==> config.mk <==
export PLATFORM = sky130hd
export DESIGN_NAME = muldiv_unit_flat
export DESIGN_NICKNAME = d
export VERILOG_FILES = /design/src/rtl/muldiv_unit_if.sv /design/src/rtl/muldiv_unit.sv /design/src/flat_wrapper.sv
export SDC_FILE = /design/constraint.sdc
export NUM_CORES = 1
export LEC_CHECK = 0
export ABC_AREA = 0
export CAP_MARGIN = 0
export CORE_ASPECT_RATIO = 0.6
export CORE_MARGIN = 3
export CORE_UTILIZATION = 40
export CTS_CLUSTER_DIAMETER = 60
export DETAILED_ROUTE_END_ITERATION = 10
export GPL_TIMING_DRIVEN = 0
export PLACE_DENSITY = 0.68
export SYNTH_ARGS = -nofsm -noshare
export SYNTH_HDL_FRONTEND = slang
export SYNTH_SLANG_ARGS = --single-unit
==> constraint.sdc <==
create_clock -name clk -period 5.99 [get_ports clk]
set_input_delay 1.198 -clock clk [delete_from_list [all_inputs] [get_ports clk]]
set_output_delay 1.198 -clock clk [all_outputs]
set_load 0.005 [all_outputs]
==> src/rtl/muldiv_unit_if.sv <==
// Request/response bundle between the core control path and the multiply/divide unit.
//   master: start, kill, funct3, rs1_data, rs2_data, rd_in -> ; <- busy, done, result, rd_out
//   slave : the unit side of the same signals.
interface muldiv_unit_if #(
    parameter int unsigned XLEN = 32
);
    logic            start;
    logic            kill;
    logic [2:0]      funct3;
    logic [XLEN-1:0] rs1_data;
    logic [XLEN-1:0] rs2_data;
    logic [4:0]      rd_in;
    logic            busy;
    logic            done;
    logic [XLEN-1:0] result;
    logic [4:0]      rd_out;

    modport master (
        output start, kill, funct3, rs1_data, rs2_data, rd_in,
        input  busy, done, result, rd_out
    );

    modport slave (
        input  start, kill, funct3, rs1_data, rs2_data, rd_in,
        output busy, done, result, rd_out
    );
endinterface

==> src/rtl/muldiv_unit.sv <==
// Iterative RV32M multiply/divide unit: one shift-add or restoring shift-subtract
// step per cycle over magnitudes, sign fix-up in a final cycle.
// Ports: clk, rst (async active-high), bus (slave side of muldiv_unit_if):
//   start/kill/funct3/rs1_data/rs2_data/rd_in in; busy/done/result/rd_out out.
module muldiv_unit #(
    parameter int unsigned XLEN = 32
) (
    input  logic           clk,
    input  logic           rst,
    muldiv_unit_if.slave   bus
);
    localparam int unsigned CNT_W = $clog2(XLEN);
    localparam int unsigned PW    = 2 * XLEN;
    localparam logic [XLEN-1:0] MIN_NEG = {1'b1, {(XLEN-1){1'b0}}};

    typedef enum logic [1:0] {IDLE, CALC, FIX, DONE} state_t;

    state_t          state;
    state_t          state_next;
    logic [2:0]      op;
    logic            neg;
    logic [4:0]      rd_q;
    logic [XLEN-1:0] opb;
    logic [PW-1:0]   acc;
    logic [CNT_W-1:0] count;

    // Operand decode in IDLE
    logic            sign1;
    logic            sign2;
    logic            signed_a;
    logic            signed_b;
    logic            sign_in;
    logic [XLEN-1:0] mag1;
    logic [XLEN-1:0] mag2;
    logic            div_zero;
    logic            div_ovf;
    logic            special;
    logic [XLEN-1:0] special_res;
    logic            accept;

    always_comb begin
        sign1    = bus.rs1_data[XLEN-1];
        sign2    = bus.rs2_data[XLEN-1];
        signed_b = (bus.funct3 == 3'b000) || (bus.funct3 == 3'b001) ||
                   (bus.funct3 == 3'b100) || (bus.funct3 == 3'b110);
        signed_a = signed_b || (bus.funct3 == 3'b010);
        mag1     = (signed_a && sign1) ? (XLEN'(0) - bus.rs1_data) : bus.rs1_data;
        mag2     = (signed_b && sign2) ? (XLEN'(0) - bus.rs2_data) : bus.rs2_data;
        case (bus.funct3)
            3'b000, 3'b001, 3'b100: sign_in = sign1 ^ sign2;
            3'b010, 3'b110:         sign_in = sign1;
            default:                sign_in = 1'b0;
        endcase
        div_zero = bus.funct3[2] && (bus.rs2_data == '0);
        div_ovf  = ((bus.funct3 == 3'b100) || (bus.funct3 == 3'b110)) &&
                   (bus.rs1_data == MIN_NEG) && (bus.rs2_data == '1);
        special  = div_zero || div_ovf;
        if (div_zero) begin
            special_res = bus.funct3[1] ? bus.rs1_data : '1;
        end else begin
            special_res = bus.funct3[1] ? '0 : MIN_NEG;
        end
        accept   = (state == IDLE) && bus.start && !bus.kill;
    end

    // One iteration step; acc holds {hi, lo} for both algorithms
    logic [XLEN:0]   mul_sum;
    logic [PW-1:0]   mul_step;
    logic [XLEN:0]   rem_sh;
    logic [XLEN:0]   diff;
    logic [PW-1:0]   div_step;

    always_comb begin
        mul_sum  = {1'b0, acc[PW-1:XLEN]} + (acc[0] ? {1'b0, opb} : '0);
        mul_step = {mul_sum, acc[XLEN-1:1]};
        rem_sh   = {acc[PW-1:XLEN], acc[XLEN-1]};
        diff     = rem_sh - {1'b0, opb};
        div_step = diff[XLEN] ? {rem_sh[XLEN-1:0], acc[XLEN-2:0], 1'b0}
                              : {diff[XLEN-1:0],   acc[XLEN-2:0], 1'b1};
    end

    // Sign fix-up and result select
    logic [PW-1:0]   prod_fix;
    logic [XLEN-1:0] div_sel;
    logic [XLEN-1:0] fix_res;

    always_comb begin
        prod_fix = neg ? (PW'(0) - acc) : acc;
        div_sel  = op[1] ? acc[PW-1:XLEN] : acc[XLEN-1:0];
        if (op[2]) begin
            fix_res = neg ? (XLEN'(0) - div_sel) : div_sel;
        end else if (op[1:0] == 2'b00) begin
            fix_res = prod_fix[XLEN-1:0];
        end else begin
            fix_res = prod_fix[PW-1:XLEN];
        end
    end

    // State register
    always_ff @(posedge clk or posedge rst) begin
        if (rst) begin
            state <= IDLE;
        end else begin
            state <= state_next;
        end
    end

    // Next-state logic
    always_comb begin
        state_next = state;
        case (state)
            IDLE: if (accept) state_next = special ? DONE : CALC;
            CALC: begin
                if (bus.kill) begin
                    state_next = IDLE;
                end else if (count == CNT_W'(XLEN - 1)) begin
                    state_next = FIX;
                end
            end
            FIX:  state_next = bus.kill ? IDLE : DONE;
            DONE: state_next = IDLE;
            default: state_next = IDLE;
        endcase
    end

    // Datapath and registered outputs
    always_ff @(posedge clk or posedge rst) begin
        if (rst) begin
            op         <= '0;
            neg        <= 1'b0;
            rd_q       <= '0;
            opb        <= '0;
            acc        <= '0;
            count      <= '0;
            bus.busy   <= 1'b0;
            bus.done   <= 1'b0;
            bus.result <= '0;
            bus.rd_out <= '0;
        end else begin
            bus.busy <= (state_next != IDLE);
            bus.done <= (state_next == DONE);
            if (accept) begin
                op    <= bus.funct3;
                neg   <= sign_in;
                rd_q  <= bus.rd_in;
                count <= '0;
                if (special) begin
                    bus.result <= special_res;
                    bus.rd_out <= bus.rd_in;
                end else if (bus.funct3[2]) begin
                    opb <= mag2;
                    acc <= {{XLEN{1'b0}}, mag1};
                end else begin
                    opb <= mag1;
                    acc <= {{XLEN{1'b0}}, mag2};
                end
            end else if (state == CALC) begin
                acc   <= op[2] ? div_step : mul_step;
                count <= count + CNT_W'(1);
            end else if ((state == FIX) && !bus.kill) begin
                bus.result <= fix_res;
                bus.rd_out <= rd_q;
            end
        end
    end
endmodule

==> src/flat_wrapper.sv <==
// flat-port wrapper written by rule: the top's interface ports become plain ports
module muldiv_unit_flat 
#(
    parameter int unsigned XLEN = 32
)
  (clk, rst, bus_start, bus_kill, bus_funct3, bus_rs1_data, bus_rs2_data, bus_rd_in, bus_busy, bus_done, bus_result, bus_rd_out);
  muldiv_unit_if #(.XLEN(XLEN)) bus_i ();
  input  logic clk;
  input  logic rst;
  input wire logic [$bits(bus_i.start)-1:0] bus_start;
  input wire logic [$bits(bus_i.kill)-1:0] bus_kill;
  input wire logic [$bits(bus_i.funct3)-1:0] bus_funct3;
  input wire logic [$bits(bus_i.rs1_data)-1:0] bus_rs1_data;
  input wire logic [$bits(bus_i.rs2_data)-1:0] bus_rs2_data;
  input wire logic [$bits(bus_i.rd_in)-1:0] bus_rd_in;
  output wire logic [$bits(bus_i.busy)-1:0] bus_busy;
  output wire logic [$bits(bus_i.done)-1:0] bus_done;
  output wire logic [$bits(bus_i.result)-1:0] bus_result;
  output wire logic [$bits(bus_i.rd_out)-1:0] bus_rd_out;
  assign bus_i.start = bus_start;
  assign bus_i.kill = bus_kill;
  assign bus_i.funct3 = bus_funct3;
  assign bus_i.rs1_data = bus_rs1_data;
  assign bus_i.rs2_data = bus_rs2_data;
  assign bus_i.rd_in = bus_rd_in;
  assign bus_busy = bus_i.busy;
  assign bus_done = bus_i.done;
  assign bus_result = bus_i.result;
  assign bus_rd_out = bus_i.rd_out;
  muldiv_unit #(.XLEN(XLEN)) u_core (.clk(clk), .rst(rst), .bus(bus_i));
endmodule
==> impl_metrics.json <==
{
  "outcome": "complete, no violations",
  "grt_max_degree": 83,
  "dp_cells": 2839,
  "path_max_fanout": 19,
  "async_flop_share_pct": 100,
  "hold_path.startpoint": "u_core.rd_q[1]$_DFFE_PP0P_",
  "netlist_area_um2": 16100,
  "cp-end-kind": "register",
  "fin_crit_sh_pct": 97.7,
  "startpoint": "u_core.op[1]$_DFFE_PP0P_",
  "die_area_um2": 42600,
  "rsz0062_at_grt": "no",
  "setup.worst_path.start_class": "register",
  "min_path_type": "register to register",
  "clockBufferDepth": 2,
  "syn2layout_area_growth_pct": 15.1,
  "gp_congestion": 1.06,
  "drt-total-wl_mm": 82.6,
  "pin_count": 115,
  "num_antenna_cells": 0,
  "ys.warnings.count": 0,
  "grt_util_all_layers_pct": 37.9,
  "nNetsFinal": 2486,
  "dr.pass1.iters": 7,
  "layout-drive-gt1-share_pct": 4.17,
  "cts_buffers": 17,
  "cap_violations": 0,
  "final_util_pct": 47.0,
  "grt_pass1_vias": 16700,
  "syn_inst": 2202,
  "slew_violations": 0,
  "power.leakage_nw": 7.56,
  "placeableCoreArea_um2": 39300,
  "start_util_pct": 40.8,
  "rr_worst_depth": 15,
  "yosysSeqAreaShare_pct": 23.5,
  "holdPathStages": 2,
  "max_freq_mhz": 171,
  "vias": 18700,
  "hold_viol_final": 0,
  "drtIter0Drc": 2768,
  "layout_common_cells": "257 x nor2_1, 246 x nand2_1, 216 x a21oi_1",
  "worstSetupEndpoint": "u_core.bus.result[28]$_DFFE_PP0P_",
  "drc": 0,
  "p_total_mw": 7.89,
  "syn_avg_cell_area_um2": 7.29,
  "wl_per_cell_um": 28.8,
  "clk-insertion-delay-late_ns": 0.47,
  "htreeDepth": 4,
  "root_buffer": "clkbuf_16",
  "cp.arrival_ns": 6.21,
  "fin_crit_ns": 5.85,
  "stdcell_count": 2872,
  "synth.area.top_cells": "dfrtp_1 24%, a21oi_1 6.7%, mux2i_1 6.1%",
  "die_h_um": 161,
  "final_common_cell": "nor2_1",
  "worstReg2RegStart": "u_core.op[1]$_DFFE_PP0P_",
  "crit_type": "register to register",
  "gr-total-overflow": 0,
  "r2r_slack_ns": 0.14,
  "syn_nets": 2351,
  "synth_top_area_cell": "dfrtp_1",
  "drt.antenna.violating_nets": 0,
  "num_rows": 56,
  "num-fill-cells": 3961,
  "r2r_end": "u_core.bus.result[28]$_DFFE_PP0P_",
  "setup_viol_count_final": 0,
  "vdd.ir_drop.worst_v": 0.000228,
  "clk_pin_slew_ns": 0.08,
  "grt_first_pass_wirelength_mm": 118,
  "synth_top_area_share_pct": 23.5,
  "synth-seq-cells": 151,
  "cts_tree": "yes",
  "die_x_um": 265,
  "antenna_found_initial": 3,
  "worstMarginPinSlew_ns": 1.28,
  "portBuffers": 113,
  "relSlewSlack_pct": 13.6,
  "hpwl_mm": 67.8,
  "synth_ff_type": "dfrtp_1",
  "synth_edf_count": 0,
  "p_per_area_nw_per_um2": 427,
  "required_ns": 6.35,
  "vias_per_cell": 6.50,
  "yosysUniqueCellTypes": 88,
  "clkSinkCount": 151,
  "finClkSkew_ns": 0.0165
}
## cell type report
| class | count | area [um^2] | area share, % |
|---|---|---|---|
| multi-input cells | 1802 | 11300 | 61.1 |
| plain buffers | 171 | 693 | 3.75 |
| clock buffers | 17 | 425 | 2.30 |
| well taps | 522 | 653 | 3.54 |
| inverters | 76 | 293 | 1.59 |
| clock inverters | 15 | 150 | 0.813 |
| flip-flops and latches | 151 | 3780 | 20.5 |
| repair buffers | 118 | 1190 | 6.42 |
## cell usage after synthesis, types with 17 or more instances
cell type / number
a31oi_1: 30
ha_1: 71
nand2b_1: 20
buf_1: 18
dfrtp_1: 151
a22oi_1: 21
o21ai_1: 74
nand4_1: 21
o31ai_1: 32
nor4_1: 19
xnor2_1: 105
nor2_1: 257
o211ai_1: 24
a21oi_1: 216
nor3_1: 57
nand2_1: 246
o21ai_0: 113
a21o_1: 23
xor2_1: 63
clkbuf_1: 135
inv_1: 74
nor2b_1: 17
nand3_1: 37
mux2i_1: 98
## critical path: stages (launching register included)
cell and delay, ns:
dfrtp_1 0.64, buf_2 0.41, buf_4 0.37, buf_2 0.38, clkbuf_4 0.42, mux2i_1 0.34, ha_1 0.37, o221ai_1 0.33
or2_2 0.42, nor4_1 0.58, buf_2 0.29, nand3_1 0.18, o31ai_1 0.39, xnor2_1 0.16, o22ai_1 0.14, a211o_1 0.27
## state kept, by name, indices dropped and copies added (netlist names)
register,count
u_core.opb,32
u_core.bus.done,1
u_core.bus.busy,1
u_core.op,3
u_core.count,5
u_core.bus.rd_out,5
u_core.acc,64
u_core.state,2
u_core.rd_q,5
u_core.bus.result,32
u_core.neg,1
## cells by family (layout without fill, tap and decap cells)
family | count (synthesis) | count (layout) | share of synthesized area (%)
adders and majority gates | 73 | 73 | 5.78
muxes | 111 | 111 | 7.02
DFF | 151 | 151 | 23.5
buffers and inverters | 249 | 397 | 6.10
and+or+nand+nor | 773 | 773 | 22.2
AOI/OAI and AO/OA | 676 | 676 | 26.1
xor gates and xnor gates | 169 | 169 | 9.27
## through the flow
| stage | setup WS [ns] | hold WS [ns] | instance area, um^2 | TNS [ns] |
|---|---|---|---|---|
| 2_1_floorplan | 0.727 | 0.441 | 16100 | 0 |
| 3_3_place_gp | -1.85 | 0.458 | 17800 | -284.32 |
| 3_5_place_dp | -0.892 | 0.459 | 17900 | -4.71 |
| 4_1_cts | 0.0416 | 0.478 | 18500 | 0 |
| 5_1_grt | 0.0780 | 0.516 | 18500 | 0 |
| 6_report | 0.140 | 0.477 | 18500 | 0 |
## worst min-delay path by stage
stage / to / slack [ns]
2_1_floorplan: u_core.rd_q[0]$_DFFE_PP0P_ / 0.44
3_3_place_gp: u_core.rd_q[0]$_DFFE_PP0P_ / 0.46
3_5_place_dp: u_core.rd_q[1]$_DFFE_PP0P_ / 0.46
4_1_cts: u_core.rd_q[1]$_DFFE_PP0P_ / 0.48
5_1_grt: u_core.rd_q[0]$_DFFE_PP0P_ / 0.52
6_report: u_core.rd_q[1]$_DFFE_PP0P_ / 0.48
## what timing repair did
item / in CTS / in global routing
pin swaps: 0 / 1
resized for setup: 2 / 1
buffers inserted: 0 / 3
hold buffers: 0 / 0
setup endpoints to repair: 9 / 5
hold endpoints to repair: 0 / 0
## layer usage
metal	up-vias	part of all wire [%]	global-route usage, %
met5	-	0.14	1.24
met4	6	2.6	10.3
met3	114	14	12.5
met2	1257	36	47.0
met1	9115	47	60.0
li1	8188	-	-
## where the power goes
group	internal [mW]	total, mW	switching, mW
combinational	1.84	5.26	3.42
clock	0.557	1.14	0.578
sequential	1.25	1.50	0.251
Power figures use the tool's default switching activity.
